$ cat src/rtl/pool_pkg.sv
// Shared definitions for the pooling datapath: mode encodings,
// accumulator sizing and N-bit saturation.
package pool_pkg;

  typedef enum logic {
    POOL_AVG = 1'b0,
    POOL_MAX = 1'b1
  } pool_mode_e;

  // Accumulator must hold the sum of P*P sign-extended N-bit pixels.
  function automatic int acc_width(input int n, input int p);
    return n + $clog2(p * p);
  endfunction

  // Clamp a signed value into the signed n-bit range.
  function automatic logic signed [63:0] sat_to_n(input logic signed [63:0] v, input int n);
    logic signed [63:0] hi;
    logic signed [63:0] lo;
    hi = (64'sd1 <<< (n - 1)) - 64'sd1;
    lo = -(64'sd1 <<< (n - 1));
    if (v > hi) begin
      return hi;
    end else if (v < lo) begin
      return lo;
    end
    return v;
  endfunction

endpackage

$ cat src/rtl/pool_alu.sv
// Combinational pooling ALU: folds one pixel into a partial window value
// (max or add) and scales a completed sum by (1/P)^2 with saturation.
module pool_alu
  import pool_pkg::*;
#(
  parameter int          N         = 16,
  parameter int          Q         = 12,
  parameter int          A         = 20,
  parameter logic [N-1:0] P_SQR_INV = 16'h01C7
) (
  input  logic                mode,
  input  logic                base_valid,
  input  logic signed [A-1:0] base,
  input  logic signed [N-1:0] x,
  output logic signed [A-1:0] comb,
  output logic signed [N-1:0] scaled
);

  logic signed [A-1:0]   x_ext;
  logic signed [A+N-1:0] comb_ext;
  logic signed [A+N-1:0] inv_ext;
  logic signed [A+N-1:0] prod;

  assign x_ext = A'(x);

  // Combine the incoming pixel with the partial window value, if any.
  always_comb begin
    comb = x_ext;
    if (base_valid) begin
      if (mode == POOL_MAX) begin
        comb = (base > x_ext) ? base : x_ext;
      end else begin
        comb = base + x_ext;
      end
    end
  end

  // The scale factor is a positive Q-format constant, so it is zero-extended;
  // the arithmetic shift makes the division round toward minus infinity.
  assign comb_ext = {{N{comb[A-1]}}, comb};
  assign inv_ext  = {{A{1'b0}}, P_SQR_INV};
  assign prod     = comb_ext * inv_ext;
  assign scaled   = N'(sat_to_n(64'(prod >>> Q), N));

endmodule

$ cat src/rtl/pooler_stream.sv
// Streaming P x P non-overlapping pooler over an M x M raster-order map,
// with run-time max/average selection per map and a 1-entry output register.
module pooler_stream
  import pool_pkg::*;
#(
  parameter int           M         = 12,
  parameter int           P         = 3,
  parameter int           N         = 16,
  parameter int           Q         = 12,
  parameter logic [N-1:0] P_SQR_INV = 16'h01C7
) (
  input  logic         clk,
  input  logic         master_rst,
  input  logic         clr,
  input  logic         mode,
  input  logic         in_valid,
  output logic         in_ready,
  input  logic [N-1:0] in_data,
  output logic         out_valid,
  input  logic         out_ready,
  output logic [N-1:0] out_data,
  output logic         out_last,
  output logic         busy
);

  localparam int A  = acc_width(N, P);
  localparam int G  = M / P;
  localparam int CW = (M > 1) ? $clog2(M) : 1;
  localparam int PW = (P > 1) ? $clog2(P) : 1;
  localparam int GW = (G > 1) ? $clog2(G) : 1;

  localparam logic [CW-1:0] COL_LAST = CW'(M - 1);
  localparam logic [PW-1:0] WIN_LAST = PW'(P - 1);

  generate
    if ((M % P) != 0) begin : g_bad_size
      $fatal(1, "pooler_stream: M must be a multiple of P");
    end
  endgenerate

  logic [CW-1:0]       col_reg;
  logic [CW-1:0]       row_reg;
  logic [PW-1:0]       wcol_reg;
  logic [PW-1:0]       wrow_reg;
  logic [GW-1:0]       g_reg;
  logic                mode_reg;
  logic signed [A-1:0] acc_reg;
  logic                out_valid_reg;
  logic                out_last_reg;
  logic [N-1:0]        out_data_reg;

  logic signed [A-1:0] lb_q [G];

  logic                accept;
  logic                first_pix;
  logic                cur_mode;
  logic                col_last;
  logic                row_last;
  logic                wcol_last;
  logic                wrow_last;
  logic                win_done;
  logic                lb_we;
  logic                base_valid;
  logic signed [A-1:0] base;
  logic signed [A-1:0] comb;
  logic signed [N-1:0] scaled;

  // The output register is only refilled when it is empty or being drained.
  assign in_ready  = !out_valid_reg || out_ready;
  assign accept    = in_valid && in_ready;

  assign first_pix = (row_reg == '0) && (col_reg == '0);
  assign cur_mode  = first_pix ? mode : mode_reg;
  assign col_last  = (col_reg == COL_LAST);
  assign row_last  = (row_reg == COL_LAST);
  assign wcol_last = (wcol_reg == WIN_LAST);
  assign wrow_last = (wrow_reg == WIN_LAST);
  assign win_done  = accept && wcol_last && wrow_last;
  assign lb_we     = accept && wcol_last && !wrow_last;

  // Pick the partial value the pixel extends: same-row run, or the column
  // group's partial from the rows above; the window's first pixel has none.
  always_comb begin
    base_valid = 1'b0;
    base       = acc_reg;
    if (wcol_reg != '0) begin
      base_valid = 1'b1;
      base       = acc_reg;
    end else if (wrow_reg != '0) begin
      base_valid = 1'b1;
      base       = lb_q[g_reg];
    end
  end

  pool_alu #(
    .N         (N),
    .Q         (Q),
    .A         (A),
    .P_SQR_INV (P_SQR_INV)
  ) u_alu (
    .mode       (cur_mode),
    .base_valid (base_valid),
    .base       (base),
    .x          (in_data),
    .comb       (comb),
    .scaled     (scaled)
  );

  // One partial-window register per column group; contents need no reset
  // because every window starts fresh on its first pixel.
  generate
    for (genvar gi = 0; gi < G; gi++) begin : g_lb
      logic signed [A-1:0] entry_reg;

      // Store the group's partial at the end of each non-final window row.
      always_ff @(posedge clk) begin
        if (lb_we && (g_reg == GW'(gi))) begin
          entry_reg <= comb;
        end
      end

      assign lb_q[gi] = entry_reg;
    end
  endgenerate

  // Raster position, window-relative counters, mode latch and row accumulator.
  always_ff @(posedge clk or negedge master_rst) begin
    if (!master_rst) begin
      col_reg  <= '0;
      row_reg  <= '0;
      wcol_reg <= '0;
      wrow_reg <= '0;
      g_reg    <= '0;
      mode_reg <= 1'b0;
      acc_reg  <= '0;
    end else if (clr) begin
      col_reg  <= '0;
      row_reg  <= '0;
      wcol_reg <= '0;
      wrow_reg <= '0;
      g_reg    <= '0;
      mode_reg <= 1'b0;
      acc_reg  <= '0;
    end else if (accept) begin
      if (first_pix) begin
        mode_reg <= mode;
      end
      if (!wcol_last) begin
        acc_reg <= comb;
      end
      wcol_reg <= wcol_last ? '0 : wcol_reg + 1'b1;
      if (col_last) begin
        col_reg  <= '0;
        g_reg    <= '0;
        row_reg  <= row_last ? '0 : row_reg + 1'b1;
        wrow_reg <= wrow_last ? '0 : wrow_reg + 1'b1;
      end else begin
        col_reg <= col_reg + 1'b1;
        if (wcol_last) begin
          g_reg <= g_reg + 1'b1;
        end
      end
    end
  end

  // Output register: a completing window wins over a same-cycle drain.
  always_ff @(posedge clk or negedge master_rst) begin
    if (!master_rst) begin
      out_valid_reg <= 1'b0;
      out_last_reg  <= 1'b0;
      out_data_reg  <= '0;
    end else if (clr) begin
      out_valid_reg <= 1'b0;
      out_last_reg  <= 1'b0;
      out_data_reg  <= '0;
    end else if (win_done) begin
      out_valid_reg <= 1'b1;
      out_last_reg  <= row_last && col_last;
      out_data_reg  <= (cur_mode == POOL_MAX) ? comb[N-1:0] : scaled;
    end else if (out_ready) begin
      out_valid_reg <= 1'b0;
      out_last_reg  <= 1'b0;
    end
  end

  assign out_valid = out_valid_reg;
  assign out_last  = out_last_reg;
  assign out_data  = out_data_reg;
  assign busy      = (col_reg != '0) || (row_reg != '0) || out_valid_reg;

endmodule

$ cat config.mk
export PLATFORM = sky130hd
export DESIGN_NAME = pooler_stream
export DESIGN_NICKNAME = d
export VERILOG_FILES = /design/src/rtl/pool_pkg.sv /design/src/rtl/pool_alu.sv /design/src/rtl/pooler_stream.sv
export SDC_FILE = /design/constraint.sdc
export NUM_CORES = 1
export LEC_CHECK = 0
export ABC_AREA = 1
export CAP_MARGIN = 15
export CORE_MARGIN = 3
export CORE_UTILIZATION = 45
export DETAILED_ROUTE_END_ITERATION = 7
export GPL_ROUTABILITY_DRIVEN = 0
export HOLD_SLACK_MARGIN = 0.03
export PLACE_DENSITY = 0.73
export RECOVER_POWER = 25
export SKIP_CTS_REPAIR_TIMING = 1
export SYNTH_ARGS = -nofsm -noshare
export SYNTH_HDL_FRONTEND = slang
export SYNTH_HIERARCHICAL = 1
export SYNTH_SLANG_ARGS = --single-unit
$ cat constraint.sdc
create_clock -name clk -period 12.95 [get_ports clk]
set_input_delay 2.59 -clock clk [delete_from_list [all_inputs] [get_ports clk]]
set_output_delay 2.59 -clock clk [all_outputs]
set_load 0.01 [all_outputs]
==> results of run 1 <==
## worst paths after layout
| path | slack (ns) | endpoint | startpoint |
|---|---|---|---|
| max in group asynchronous | 7.95 | out_data[9] | master_rst |
| min | 0.51 | out_data[15] | out_data[15] |
| min in group asynchronous | 3.25 | acc_reg[7] | master_rst |
| max reg2reg | 2.67 | out_data[1] | g_reg[0] |
| max | 1.86 | out_data[1] | in_data[15] |
| min reg2reg | 0.51 | out_data[15] | out_data[15] |
## area by class of cell
type	count	area [sq um]	area share [%]
Tap cell	372	465	3.37
Timing Repair Buffer	56	514	3.72
Sequential cell	133	3730	27.0
Clock inverter	15	139	1.01
Inverter	305	1140	8.29
Multi-Input combinational cell	1092	7400	53.6
Clock buffer	17	425	3.08
## logic make-up (layout without fill, tap and decap cells)
| logic type | after synthesis | count (layout) | synth area share, % |
|---|---|---|---|
| xor+xnor | 20 | 20 | 1.40 |
| buf+inv | 348 | 393 | 11.0 |
| compound gates | 286 | 286 | 12.4 |
| fa+ha+maj | 194 | 194 | 23.8 |
| simple gates | 592 | 592 | 21.6 |
| flops | 133 | 133 | 29.9 |
## critical path: cells and delay by family
kind                       cells  cell delay [ns]
adders and majority gates      7             2.74
buffers and inverters          9             2.50
AOI/OAI and AO/OA              7             1.46
and+or+nand+nor               16             2.05
## stage by stage
step	util [%]	worst slack [ns]	cells	cell area [sq um]	hold slack, ns
after floorplan	-	3.71	1573	12500	0.491
after global placement	48.9	1.80	1958	13300	0.506
after detailed placement	48.9	1.60	1958	13300	0.501
after CTS	51.0	2.02	1990	13800	0.520
after global routing	51.0	1.17	1990	13800	0.540
final	51.0	1.86	1990	13800	0.509
## cells in the final DEF, fill, tap and decap left out, types with 7 or more instances in the layout
cell	count
nand2_4	7
ha_1	122
nor3_1	8
o21ai_1	11
inv_1	301
nor2_1	138
a21oi_1	83
nand2_1	250
nand3_1	114
fa_1	72
clkdlybuf4s50_1	23
nand2_2	28
nand4_1	12
o21ai_0	149
clkbuf_16	17
xor2_1	16
a31oi_1	10
buf_4	14
nor2_2	8
dfrtp_1	53
dlygate4sd3_1	17
edfxtp_1	80
## per-layer routing
layer	part of all wire [%]	global-route usage [%]	vias up	wire length (um)
li1	-	-	5170	-
met1	44	30.3	5102	14600
met2	47	37.5	360	15700
met3	5.5	3.32	66	1840
met4	3.3	8.08	0	1090
met5	0	0	-	0
==> reports/qor_table.md, run 1 <==
| Parameter | Reported |
|---|---|
| Result of the run | finished, violations left |
| Failing checks | capacitance limit, slew limit |
| Remaining number of nets flagged by the antenna check after routing | 0 |
| Critical path class | primary input to flip-flop |
| Sequential fraction of the synthesis area | 29.9% |
| Top-area cell type share of the netlist area | 19.2% |
| Average size of a mapped cell | 7.93 sq um |
| Total overflow reported by the global router | 0 |
| Synthesized flop and latch total | 133 |
| Number of antenna violations at the first check in global routing | 0 |
| Setup violation total in the final timing report | 0 |
| Synthesis warning total | 6 |
| Clock slew at the register clock pins of the worst setup and hold paths | 0.06 ns |
| TritonCTS clock tree | built |
| Hold violation count in the final report | 0 |
| Most numerous cell in the Yosys netlist | inv_1 |
| Library cell appearing most often on the critical path | inv_1 |
| Die X | 173 um |
| Final HPWL DP | 24500 um |
| Post-layout net count | 1821 |
| CTS H-tree depth | 4 |
| Slew at the pin with the worst max-slew slack | 3.04 ns |
| Final setup skew | 0.0190 ns |
| Detailed-route wire length | 33200 um |
| Hold Path Stages | 2 |
| Number of buffers inserted by port buffering | 41 |
| Detailed Route Iter0 Violations | 950 |
| Layout cells sized above 1 | 7.23% |
| Class of the most critical hold timing path | flip-flop to flip-flop |
| Post-synth ARST share | 39.8% |
| Pin count of the biggest net entering global routing | 54 |
| Wire length of the first global-routing pass | 54800 um |
| Number of global-route vias before repair | 10.6k |
| Max-Slew Margin vs Limit | -103% |
| Full die area | 29800 sq um |
| Number of buffers created by CTS | 17 |
| Number of instances in the synthesized netlist | 1573 |
| Library cell contributing the largest single delay on the critical path | inv_1 |
| Setup repair after global routing missed its margin | no |
| Minimum clock period after layout | 11.09 ns |
| EDFF count, synth | 80 |
| Clk Latency, worst-skew pair | 0.42 ns |
| Final Max Tran Viols | 54 |
| Synth cell types | 50 |
| Largest fanout on the critical path | 22 |
| Max clock buf depth | 2 |
| Die Height | 173 um |
| Register-to-Register Path Depth | 44 |
| Cell types with the highest counts after synthesis | inv_1, nand2_1, o21ai_0, nor2_1, ha_1 |
| Worst setup EP type | flip-flop |
| Antenna fix cells | 0 |
| Number of search-and-repair iterations in the first detailed-routing pass | 6 |
| Worst EP required | 13.25 ns |
| Number of filler cells placed in the layout | 2531 |
| Fmax | 0.0902 GHz |
| Root Buffer Master | clkbuf_16 |
| Number of maximum-capacitance violations | 1 |
| Kind of start point of the critical path | primary input |
| Dominant synthesized flop cell | edfxtp_1 |
| Effective utilization at floorplan | 46.1% |
| Data arrival at the endpoint of the critical path | 11.39 ns |
| Post-Route Setup TNS | 0 ns |
| Gr usage total | 22.6% |
| Post-synthesis instance area | 12500 sq um |
| Number of top-level design ports | 42 |
| Row count | 60 |
| Drt drc | 0 |
| Top cell type by total area after synthesis | edfxtp_1 |
| Fin crit share | 85.7% |
| Largest stage delay on the critical path | 0.67 ns |
| Signed area change from the synthesized netlist to the final layout | 10.7% |
| Clock net sink count | 133 |
| Average wire per cell in the routed design | 16.7 um |
| Leading cell types by total area after synthesis | edfxtp_1, ha_1, fa_1 |
| Routed vias/inst | 5.38 |
| Net count after synthesis | 1789 |
| Via count of the routed design | 10.7k |
| Core footprint | 27100 sq um |
| Max FFs per register | 80 |
Power of run 1 is not shown: default switching activity piles up to over one toggle a cycle in this logic, so the estimate is an artifact.
==> inputs of run 2 (changes only) <==
--- a/config.mk
+++ b/config.mk
@@ -6,7 +6,7 @@
 export NUM_CORES = 1
 export LEC_CHECK = 0
 export ABC_AREA = 1
-export CAP_MARGIN = 15
+export CAP_MARGIN = 0
 export CORE_MARGIN = 3
 export CORE_UTILIZATION = 45
 export DETAILED_ROUTE_END_ITERATION = 7
==> results of run 2 <==
The final DEF is identical to that of run 1; final timing and power are the same.
Power of run 2 is left out for the same reason.
==> inputs of run 3 (changes only) <==
--- a/config.mk
+++ b/config.mk
@@ -8,11 +8,11 @@
 export ABC_AREA = 1
 export CAP_MARGIN = 0
 export CORE_MARGIN = 3
-export CORE_UTILIZATION = 45
+export CORE_UTILIZATION = 40
 export DETAILED_ROUTE_END_ITERATION = 7
 export GPL_ROUTABILITY_DRIVEN = 0
 export HOLD_SLACK_MARGIN = 0.03
-export PLACE_DENSITY = 0.73
+export PLACE_DENSITY = 0.67
 export RECOVER_POWER = 25
 export SKIP_CTS_REPAIR_TIMING = 1
 export SYNTH_ARGS = -nofsm -noshare
==> reports/qor_table.md, run 3 (synthesis results as in run 1) <==
| Parameter | Reported | Change |
|---|---|---|
| Final setup skew | 0.0193 ns | was 0.0190 ns |
| Critical path class | primary input to flip-flop | unchanged |
| Clock slew at the register clock pins of the worst setup and hold paths | 0.07 ns | was 0.06 ns |
| Row count | 64 | was 60 |
| TritonCTS clock tree | built | unchanged |
| Largest fanout on the critical path | 22 | unchanged |
| Fmax | 0.0898 GHz | was 0.0902 GHz |
| Number of global-route vias before repair | 10.5k | was 10.6k |
| CTS H-tree depth | 4 | unchanged |
| Detailed-route wire length | 34100 um | was 33200 um |
| Library cell contributing the largest single delay on the critical path | inv_1 | unchanged |
| Gate family responsible for the most delay along the worst path | adder cells | unchanged |
| Die Height | 183 um | was 173 um |
| Detailed Route Iter0 Violations | 962 | was 950 |
| Max FFs per register | 80 | unchanged |
| Number of buffers created by CTS | 17 | unchanged |
| Post-layout net count | 1823 | was 1821 |
| Setup violation total in the final timing report | 0 | unchanged |
| Number of search-and-repair iterations in the first detailed-routing pass | 5 | was 6 |
| Final HPWL DP | 25200 um | was 24500 um |
| Number of maximum-capacitance violations | 2 | was 1 |
| Result of the run | finished, violations left | unchanged |
| Worst setup EP type | flip-flop | unchanged |
| Signed area change from the synthesized netlist to the final layout | 11.5% | was 10.7% |
| Library cell appearing most often on the critical path | inv_1 | unchanged |
| Commonest cells after routing, fill and taps aside | inv_1, nand2_1, o21ai_0 | unchanged |
| Worst EP required | 13.26 ns | was 13.25 ns |
| Crit path from | in_data[15] | unchanged |
| Worst R2R Start | wcol_reg[0] | was g_reg[0] |
| Hold violation count in the final report | 0 | unchanged |
| Remaining number of nets flagged by the antenna check after routing | 0 | unchanged |
| Worst Hold Launch | out_data[8] | was out_data[15] |
| Largest stage delay on the critical path | 0.71 ns | was 0.67 ns |
| Antenna fix cells | 0 | unchanged |
| Setup repair after global routing missed its margin | no | unchanged |
| Root Buffer Master | clkbuf_16 | unchanged |
| Max clock buf depth | 2 | unchanged |
| Average wire per cell in the routed design | 16.9 um | was 16.7 um |
| Max-Slew Margin vs Limit | -113% | was -103% |
| Pin count of the biggest net entering global routing | 54 | unchanged |
| Core footprint | 30700 sq um | was 27100 sq um |
| Data arrival at the endpoint of the critical path | 11.45 ns | was 11.39 ns |
| Kind of start point of the critical path | primary input | unchanged |
| Reg2reg setup slack | 3.05 ns | was 2.67 ns |
| Leading cell type in the layout, fill and taps excluded | inv_1 | unchanged |
| Fin cells | 2016 | was 1990 |
| Total buffers and inverters traversed by the critical path | 9 | unchanged |
| Fin crit share | 86.0% | was 85.7% |
| Post-Route Setup TNS | 0 ns | unchanged |
| Full die area | 33400 sq um | was 29800 sq um |
| Effective utilization at floorplan | 40.7% | was 46.1% |
| Inst Count DP | 1984 | was 1958 |
| Class of the most critical hold timing path | flip-flop to flip-flop | unchanged |
| Final Max Tran Viols | 101 | was 54 |
| Gr usage total | 20.9% | was 22.6% |
| Die X | 183 um | was 173 um |
| Minimum clock period after layout | 11.13 ns | was 11.09 ns |
| Slew at the pin with the worst max-slew slack | 3.20 ns | was 3.04 ns |
| Clock net sink count | 133 | unchanged |
| Number of antenna violations at the first check in global routing | 0 | unchanged |
| Total overflow reported by the global router | 0 | unchanged |
| Final core utilization | 45.4% | was 51.0% |
| Via count of the routed design | 10.7k | about the same |
| Routed vias/inst | 5.29 | was 5.38 |
| Number of top-level design ports | 42 | unchanged |
| Drt drc | 0 | unchanged |
| Wire length of the first global-routing pass | 55600 um | was 54800 um |
| Number of buffers inserted by port buffering | 41 | unchanged |
| Layout cells sized above 1 | 7.22% | was 7.23% |
| Failing checks | capacitance limit, slew limit | unchanged |
| Clk Latency, worst-skew pair | 0.43 ns | was 0.42 ns |
## run 3: cell types whose count changed in the layout (fill, tap and decap cells not counted), sizes merged
cell | previous run | this run
buf | 15 | 17
bufinv | 0 | 2
clkdlybuf4s50 | 23 | 24
clkinvlp | 3 | 0
dlygate4sd3 | 17 | 16
inv | 314 | 315
## run 3: metrics by stage
step | area [sq um] | setup slack, ns | hold slack [ns]
after floorplan | 12500 | 3.71 | 0.491
after global placement | 13300 | 1.75 | 0.508
after detailed placement | 13300 | 1.59 | 0.497
after CTS | 13900 | 2.02 | 0.527
after global routing | 13900 | 1.11 | 0.536
final | 13900 | 1.82 | 0.520
## run 3: layout make-up
class	count	area (sq um)
inverters	305	1140
flip-flops and latches	133	3730
clock buffers	17	425
fillers	2960	16700
well taps	396	495
multi-input cells	1092	7400
clock inverters	15	201
repair buffers	58	529
## run 3: worst paths after layout
path,depth (start not counted),end
max in group asynchronous,2,out_data[11]
max,39,out_data[1]
max reg2reg,42,out_data[1]
min,2,out_data[8]
min in group asynchronous,2,acc_reg[6]
min reg2reg,2,out_data[8]
## run 3: worst reg2reg max path: cells and delay by family (launching register included)
kind,cells,cell delay (ns)
flops,1,0.43
simple gates,17,2.33
compound gates,9,2.08
fa+ha+maj,7,2.80
buf+inv,9,2.19
## run 3: metal layers
metal / up-vias / track usage, % / wire (um)
li1: 5170 / - / -
met1: 5098 / 28.5 / 15100
met2: 346 / 34.5 / 16100
met3: 42 / 3.31 / 1980
met4: 0 / 5.70 / 896
met5: - / 0 / 0
Power of run 3 is left out for the same reason.
